<file path="src/rtl/rsa_pkg.sv">
// rtl/rsa_pkg.sv - shared types, widths and helpers for the RSA key-setup block
package rsa_pkg;

  localparam int KEY_W        = 16;
  localparam int PRIME_W      = 8;
  localparam int T_W          = 18;
  localparam int INV_MAX_ITER = 24;
  localparam int ITER_W       = 5;

  typedef enum logic [3:0] {
    IDLE,
    CHECK,
    EG_START,
    EG_WAIT,
    INV_INIT,
    INV_ITER,
    INV_FIX,
    SELFCHK,
    DONE,
    ERROR
  } state_e;

  localparam logic [1:0] ERR_NONE    = 2'd0;
  localparam logic [1:0] ERR_INPUT   = 2'd1;
  localparam logic [1:0] ERR_TIMEOUT = 2'd2;
  localparam logic [1:0] ERR_NOINV   = 2'd3;

  // Bring a signed Bezout coefficient into the range [0, m).
  function automatic logic [KEY_W-1:0] fix_inverse(input logic signed [T_W-1:0] t,
                                                   input logic [KEY_W-1:0] m);
    logic signed [T_W-1:0] adj;
    adj = t;
    if (t[T_W-1]) begin
      adj = t + $signed({2'b00, m});
    end
    return adj[KEY_W-1:0];
  endfunction

endpackage

</file>
<file path="src/rtl/Division16.sv">
// rtl/Division16.sv - combinational 16-bit unsigned divider (quotient and remainder)
module Division16 (
  input  logic [15:0] dividend_i,
  input  logic [15:0] divisor_i,
  output logic [15:0] quotient_o,
  output logic [15:0] remainder_o
);

  // Divide by zero returns all-ones quotient and passes the dividend through.
  always_comb begin
    quotient_o  = 16'hFFFF;
    remainder_o = dividend_i;
    if (divisor_i != 16'd0) begin
      quotient_o  = dividend_i / divisor_i;
      remainder_o = dividend_i % divisor_i;
    end
  end

endmodule

</file>
<file path="src/rtl/rsa_modinv.sv">
// rtl/rsa_modinv.sv - iterative extended-Euclid unit, one division step per cycle
module rsa_modinv
  import rsa_pkg::*;
(
  input  logic                  clk,
  input  logic                  rst,
  input  logic                  start_i,
  input  logic [KEY_W-1:0]      phi_i,
  input  logic [KEY_W-1:0]      e_i,
  output logic                  done_o,
  output logic                  fail_o,
  output logic [KEY_W-1:0]      gcd_o,
  output logic signed [T_W-1:0] t_o
);

  localparam logic [ITER_W-1:0] ITER_CAP = ITER_W'(INV_MAX_ITER);

  logic                  active_q, active_d;
  logic [KEY_W-1:0]      old_r_q, old_r_d, r_q, r_d;
  logic signed [T_W-1:0] old_t_q, old_t_d, t_q, t_d;
  logic [ITER_W-1:0]     iter_q, iter_d;
  logic [KEY_W-1:0]      qt, rem;

  Division16 u_div (
    .dividend_i  (old_r_q),
    .divisor_i   (r_q),
    .quotient_o  (qt),
    .remainder_o (rem)
  );

  assign gcd_o = old_r_q;
  assign t_o   = old_t_q;

  // Load on start, then step (old_r, r) and (old_t, t) until r hits zero or the cap.
  always_comb begin
    active_d = active_q;
    old_r_d  = old_r_q;
    r_d      = r_q;
    old_t_d  = old_t_q;
    t_d      = t_q;
    iter_d   = iter_q;
    done_o   = active_q && (r_q == '0);
    fail_o   = active_q && (r_q != '0) && (iter_q == ITER_CAP);
    if (start_i) begin
      active_d = 1'b1;
      old_r_d  = phi_i;
      r_d      = e_i;
      old_t_d  = '0;
      t_d      = T_W'(1);
      iter_d   = '0;
    end else if (done_o || fail_o) begin
      active_d = 1'b0;
    end else if (active_q) begin
      old_r_d = r_q;
      r_d     = rem;
      old_t_d = t_q;
      t_d     = old_t_q - ($signed({2'b00, qt}) * t_q);
      iter_d  = iter_q + 1'b1;
    end
  end

  // Iterator state registers.
  always_ff @(posedge clk or posedge rst) begin
    if (rst) begin
      active_q <= 1'b0;
      old_r_q  <= '0;
      r_q      <= '0;
      old_t_q  <= '0;
      t_q      <= '0;
      iter_q   <= '0;
    end else begin
      active_q <= active_d;
      old_r_q  <= old_r_d;
      r_q      <= r_d;
      old_t_q  <= old_t_d;
      t_q      <= t_d;
      iter_q   <= iter_d;
    end
  end

endmodule

</file>
<file path="src/rtl/rsa_keygen_ctrl.sv">
// rtl/rsa_keygen_ctrl.sv - RSA key-setup sequencer; RSA_KEYGEN_SELFCHECK_EN adds an e*d mod phi check
module rsa_keygen_ctrl
  import rsa_pkg::*;
#(
  parameter int TIMEOUT_CYCLES = 4096,
  parameter int CNT_W          = 13
) (
  input  logic               clk,
  input  logic               rst,
  input  logic               start,
  input  logic [PRIME_W-1:0] p,
  input  logic [PRIME_W-1:0] q,
  output logic               eg_start,
  input  logic [PRIME_W-1:0] eg_e,
  input  logic               eg_finish,
  output logic               busy,
  output logic               done,
  output logic               error,
  output logic [1:0]         err_code,
  output logic [KEY_W-1:0]   n,
  output logic [KEY_W-1:0]   e,
  output logic [KEY_W-1:0]   d
);

  localparam logic [CNT_W-1:0] TIMEOUT_LIM = CNT_W'(TIMEOUT_CYCLES);

  state_e                state_q, state_d;
  logic [PRIME_W-1:0]    p_q, p_d, q_q, q_d;
  logic [KEY_W-1:0]      n_q, n_d, e_q, e_d, d_q, d_d, phi_q, phi_d;
  logic [1:0]            err_q, err_d;
  logic [CNT_W-1:0]      cnt_q, cnt_d;
  logic                  inv_start, inv_done, inv_fail;
  logic [KEY_W-1:0]      inv_gcd;
  logic signed [T_W-1:0] inv_t;
  logic [KEY_W-1:0]      eg_e_ext;

`ifdef RSA_KEYGEN_SELFCHECK_EN
  logic [2*KEY_W-1:0]    prod_q, prod_d, sc_rem;
  logic                  sc_ph_q, sc_ph_d;
`endif

  assign eg_e_ext = {{(KEY_W-PRIME_W){1'b0}}, eg_e};
  assign n        = n_q;
  assign e        = e_q;
  assign d        = d_q;
  assign err_code = err_q;

  rsa_modinv u_modinv (
    .clk     (clk),
    .rst     (rst),
    .start_i (inv_start),
    .phi_i   (phi_q),
    .e_i     (e_q),
    .done_o  (inv_done),
    .fail_o  (inv_fail),
    .gcd_o   (inv_gcd),
    .t_o     (inv_t)
  );

  // Next-state and Moore outputs; done/error are pulses of their own states.
  always_comb begin
    state_d   = state_q;
    p_d       = p_q;
    q_d       = q_q;
    n_d       = n_q;
    e_d       = e_q;
    d_d       = d_q;
    phi_d     = phi_q;
    err_d     = err_q;
    cnt_d     = cnt_q;
    inv_start = 1'b0;
    eg_start  = 1'b0;
    busy      = (state_q != IDLE);
    done      = 1'b0;
    error     = 1'b0;
`ifdef RSA_KEYGEN_SELFCHECK_EN
    prod_d    = prod_q;
    sc_ph_d   = sc_ph_q;
    sc_rem    = prod_q % {{KEY_W{1'b0}}, phi_q};
`endif
    case (state_q)
      IDLE: begin
        if (start) begin
          p_d     = p;
          q_d     = q;
          n_d     = '0;
          e_d     = '0;
          d_d     = '0;
          err_d   = ERR_NONE;
          state_d = CHECK;
        end
      end
      CHECK: begin
        if ((p_q < 8'd2) || (q_q < 8'd2) || (p_q == q_q)) begin
          err_d   = ERR_INPUT;
          state_d = ERROR;
        end else begin
          n_d     = {8'd0, p_q} * {8'd0, q_q};
          phi_d   = ({8'd0, p_q} - 16'd1) * ({8'd0, q_q} - 16'd1);
          state_d = EG_START;
        end
      end
      EG_START: begin
        eg_start = 1'b1;
        cnt_d    = '0;
        state_d  = EG_WAIT;
      end
      EG_WAIT: begin
        cnt_d = cnt_q + 1'b1;
        // cnt_q==0 marks the cycle in which the generator is still clearing finish.
        if ((cnt_q != '0) && eg_finish) begin
          e_d = eg_e_ext;
          if (eg_e_ext >= phi_q) begin
            err_d   = ERR_NOINV;
            state_d = ERROR;
          end else begin
            state_d = INV_INIT;
          end
        end else if (cnt_d == TIMEOUT_LIM) begin
          err_d   = ERR_TIMEOUT;
          state_d = ERROR;
        end
      end
      INV_INIT: begin
        inv_start = 1'b1;
        state_d   = INV_ITER;
      end
      INV_ITER: begin
        if (inv_fail) begin
          err_d   = ERR_NOINV;
          state_d = ERROR;
        end else if (inv_done) begin
          state_d = INV_FIX;
        end
      end
      INV_FIX: begin
        if (inv_gcd != 16'd1) begin
          err_d   = ERR_NOINV;
          state_d = ERROR;
        end else begin
          d_d = fix_inverse(inv_t, phi_q);
`ifdef RSA_KEYGEN_SELFCHECK_EN
          state_d = SELFCHK;
`else
          state_d = DONE;
`endif
        end
      end
`ifdef RSA_KEYGEN_SELFCHECK_EN
      SELFCHK: begin
        // First cycle forms the product, second reduces it modulo phi.
        if (!sc_ph_q) begin
          prod_d  = e_q * d_q;
          sc_ph_d = 1'b1;
        end else begin
          sc_ph_d = 1'b0;
          if (sc_rem == 32'd1) begin
            state_d = DONE;
          end else begin
            err_d   = ERR_NOINV;
            state_d = ERROR;
          end
        end
      end
`endif
      DONE: begin
        done    = 1'b1;
        state_d = IDLE;
      end
      ERROR: begin
        error   = 1'b1;
        d_d     = '0;
        state_d = IDLE;
      end
      default: begin
        state_d = IDLE;
      end
    endcase
  end

  // Sequencer state and key registers.
  always_ff @(posedge clk or posedge rst) begin
    if (rst) begin
      state_q <= IDLE;
      p_q     <= '0;
      q_q     <= '0;
      n_q     <= '0;
      e_q     <= '0;
      d_q     <= '0;
      phi_q   <= '0;
      err_q   <= ERR_NONE;
      cnt_q   <= '0;
    end else begin
      state_q <= state_d;
      p_q     <= p_d;
      q_q     <= q_d;
      n_q     <= n_d;
      e_q     <= e_d;
      d_q     <= d_d;
      phi_q   <= phi_d;
      err_q   <= err_d;
      cnt_q   <= cnt_d;
    end
  end

`ifdef RSA_KEYGEN_SELFCHECK_EN
  // Self-check product and phase registers.
  always_ff @(posedge clk or posedge rst) begin
    if (rst) begin
      prod_q  <= '0;
      sc_ph_q <= 1'b0;
    end else begin
      prod_q  <= prod_d;
      sc_ph_q <= sc_ph_d;
    end
  end
`endif

endmodule
</file>
<file path="config.mk">
export PLATFORM = sky130hd
export DESIGN_NAME = rsa_keygen_ctrl
export DESIGN_NICKNAME = d
export VERILOG_FILES = /design/src/rtl/rsa_pkg.sv /design/src/rtl/Division16.sv /design/src/rtl/rsa_modinv.sv /design/src/rtl/rsa_keygen_ctrl.sv
export SDC_FILE = /design/constraint.sdc
export NUM_CORES = 2
export LEC_CHECK = 0
export CORE_UTILIZATION = 30
export CTS_BUF_LIST = sky130_fd_sc_hd__clkbuf_8
export DETAILED_ROUTE_END_ITERATION = 6
export GPL_ROUTABILITY_DRIVEN = 0
export SYNTH_ARGS = -nofsm -noshare
export SYNTH_HDL_FRONTEND = slang
export SYNTH_SLANG_ARGS = --single-unit
export TNS_END_PERCENT = 10
</file>
<file path="constraint.sdc">
create_clock -name clk -period 107.8 [get_ports clk]
set_clock_uncertainty 0.05 [all_clocks]
set_input_delay 10.78 -clock clk [delete_from_list [all_inputs] [get_ports clk]]
set_output_delay 10.78 -clock clk [all_outputs]
set_load 0.05 [all_outputs]
</file>
==> results.sh <==
export IMPL_drive_above_1_share_pct=4.402
export IMPL_first_global_vias=21150
export IMPL_yosysWarnings=0
export IMPL_grt_antenna_before_repair=6
export IMPL_rsz0062_at_grt="no"
export IMPL_dp_hpwl_mm=55.97
export IMPL_crit_type="register to register"
export IMPL_overflow=0
export IMPL_clkTransAtPathRegs_ns=0.11
export IMPL_core_area_mm2=0.08356
export IMPL_fmax_mhz=26.23
export IMPL_initial_core_util_pct=30.31
export IMPL_ant_nets=0
export IMPL_routedWlPerCell_um=17.18
export IMPL_ys_ff_latch=165
export IMPL_crit_path_max_fanout=24
export IMPL_wl_mm=71.23
export IMPL_placement_rows=106
export IMPL_hp_class="register to register"
export IMPL_grt_max_degree=93
export IMPL_final_min_clock_period_ns=38.12
export IMPL_maxCapViolations=0
export IMPL_numCtsBuffers=17
export IMPL_die_w_um=292.6
export IMPL_critical_path_buf_inv_count=8
export IMPL_num_vias=21140
export IMPL_cts_root_buf="clkbuf_8"
export IMPL_worst_setup_path_end_kind="register"
export IMPL_crit_top_cell="o21a_1"
export IMPL_worstPathRequired_ns=108.15
export IMPL_outcome="finished clean"
export IMPL_track_usage_pct=16.98
export IMPL_drv_slew=0
export IMPL_antenna_cells=0
export IMPL_cts_htree_levels=4
export IMPL_cts_path_max_buffers=2
export IMPL_critPathMaxStageDelay_ns=0.78
export IMPL_postSynthCellCount=3059
export IMPL_final_common_cell="nand2_1"
export IMPL_ys_types=79
export IMPL_startpoint_type="register"
export IMPL_synth_enable_flop_cells=0
export IMPL_most_common_layout_cells="nand2_1 (402), inv_1 (353), ha_1 (309), fa_1 (226), nor2_1 (201)"
export IMPL_hold_viol_final=0
export IMPL_synth_top_area_share_pct=17.86
export IMPL_ys_async_sr_fraction_pct=100.0
export IMPL_top_level_ports=82
export IMPL_grt_first_pass_wirelength_mm=116.4
export IMPL_cts_sinks=165
export IMPL_ys_seq_area_share_pct=16.30
export IMPL_clk_latency_ns=0.51
export IMPL_ys_top_cells_by_area="fa_1 (18%), dfrtp_1 (16%), ha_1 (15%)"
export IMPL_cp_arrival_ns=38.47
export IMPL_cts_hold_buf=0
export IMPL_die_h_um=292.6
export IMPL_ys_flop_type="dfrtp_1"
export IMPL_fillerInstances=8791
export IMPL_reg2reg_slack_ns=69.68
export IMPL_drt_pass1_iter_count=5
export IMPL_route_detailed_vias_per_inst=5.098
export IMPL_initialDrtViolationCount=1461
export IMPL_yosysTopAreaCell="fa_1"
export IMPL_synthesis_area_mm2=0.02533
export IMPL_area_growth_pct=8.659
export IMPL_tns_ns=0
export IMPL_cp_top_family="compound AO/OA/AOI/OAI gates"
export IMPL_cts_resized=0
export IMPL_drc=0
export IMPL_multiInputGateArea_mm2=0.01940
export IMPL_postCtsSetupBuffers=0
export IMPL_nNetsFinal=3618
export IMPL_cts_tree="yes"
export IMPL_setup_viol=0
export IMPL_slew_headroom_pct=22.89
export IMPL_dieArea_mm2=0.08560
export IMPL_final_period_utilization_pct=35.37
export IMPL_tightest_slew_ns=1.153
export IMPL_crit_slowest_cell="o41ai_1"
export IMPL_regArea_mm2=0.004129
export IMPL_port_buffers=73
export IMPL_syn_avg_cell_area_um2=8.280
## metal layers
metal	share of wire (%)	up-vias	global-route usage, %
li1	-	10240	-
met1	45	10290	22.60
met2	47	498	28.52
met3	5.7	100	2.587
met4	2.3	12	4.520
met5	0.12	-	0
## state kept, by name (all words and copies together) (netlist names)
register	flops
cnt_q	13
d	16
e	8
err_code	2
n	16
p_q	8
phi_q	16
q_q	8
state_q	4
u_modinv.active_q	1
u_modinv.gcd_o	16
u_modinv.iter_q	5
u_modinv.r_q	16
u_modinv.t_o	18
u_modinv.t_q	18
## worst reg2reg max path: cells and delay by family (launching register included)
kind	cells	cell delay, ns
xor gates and xnor gates	12	2.10
AOI/OAI and AO/OA	80	19.35
muxes	5	1.47
buffers and inverters	8	1.25
DFF	1	0.49
adders and majority gates	21	7.72
and+or+nand+nor	24	5.61
## final cells by class
| type | count | area share, % |
|---|---|---|
| Clock buffer | 17 | 0.8501 |
| Clock inverter | 14 | 0.4592 |
| Inverter | 355 | 4.860 |
| Multi-Input combinational cell | 2415 | 70.50 |
| Sequential cell | 165 | 15.00 |
| Tap cell | 1080 | 4.910 |
| Timing Repair Buffer | 101 | 3.419 |
## through the flow
stage | utilization [%] | hold WS, ns | worst slack (ns) | area, um2 | cells
floorplan | - | 0.4455 | 73.40 | 25360 | 3066
global placement | 32.51 | 0.4140 | 71.05 | 27160 | 4116
detailed placement | 32.51 | 0.4249 | 70.08 | 27160 | 4116
CTS | 32.94 | 0.4496 | 69.96 | 27520 | 4147
global route | 32.94 | 0.4740 | 66.64 | 27520 | 4147
finish | 32.94 | 0.4412 | 69.68 | 27520 | 4147
## Yosys cell counts (all sizes together) (10+ instances only)
| library cell | n |
|---|---|
| nor4 | 14 |
| nor2 | 202 |
| a21boi | 12 |
| buf | 14 |
| o21a | 54 |
| nand4 | 19 |
| dfrtp | 165 |
| o211ai | 12 |
| nor2b | 29 |
| mux2 | 44 |
| ha | 309 |
| xor2 | 60 |
| nand2 | 403 |
| o21bai | 25 |
| clkbuf | 117 |
| o21ai | 152 |
| fa | 226 |
| and2 | 119 |
| nand3 | 49 |
| o31a | 10 |
| a21o | 43 |
| a31oi | 37 |
| a21oi | 173 |
| inv | 354 |
| and3 | 10 |
| or2 | 15 |
| o31ai | 17 |
| nor3 | 80 |
| nand2b | 27 |
| mux2i | 31 |
| a211oi | 18 |
| or3 | 15 |
| xnor2 | 112 |
## final timing paths
| path | startpoint | end | depth (start not counted) |
|---|---|---|---|
| setup / recovery | u_modinv.r_q[15]$_DFFE_PP0P_ | u_modinv.t_q[17]$_DFFE_PP0P_ | 150 |
| hold / removal | d[9]$_DFFE_PP0P_ | d[9]$_DFFE_PP0P_ | 2 |
| setup reg to reg | u_modinv.r_q[15]$_DFFE_PP0P_ | u_modinv.t_q[17]$_DFFE_PP0P_ | 150 |
| hold reg to reg | d[9]$_DFFE_PP0P_ | d[9]$_DFFE_PP0P_ | 2 |
| max in group asynchronous | rst | u_modinv.t_q[4]$_DFFE_PP0P_ | 3 |
| min in group asynchronous | rst | n[15]$_DFFE_PP0P_ | 2 |
## cells by family after synthesis
kind of cell	count (synthesis)	share of synthesized area, %
AND/OR/NAND/NOR	1008	18.54
AO/OA/AOI/OAI	613	15.20
adder cells (fa/ha/maj)	536	33.17
buffers and inverters	486	7.345
XOR/XNOR	175	6.214
flip-flops	165	16.30
multiplexers	75	3.211
other	1	0.01480
Power is left out: the tool's default activity adds up to more than one toggle a clock period on the data nets, which glitch-free logic cannot reach.
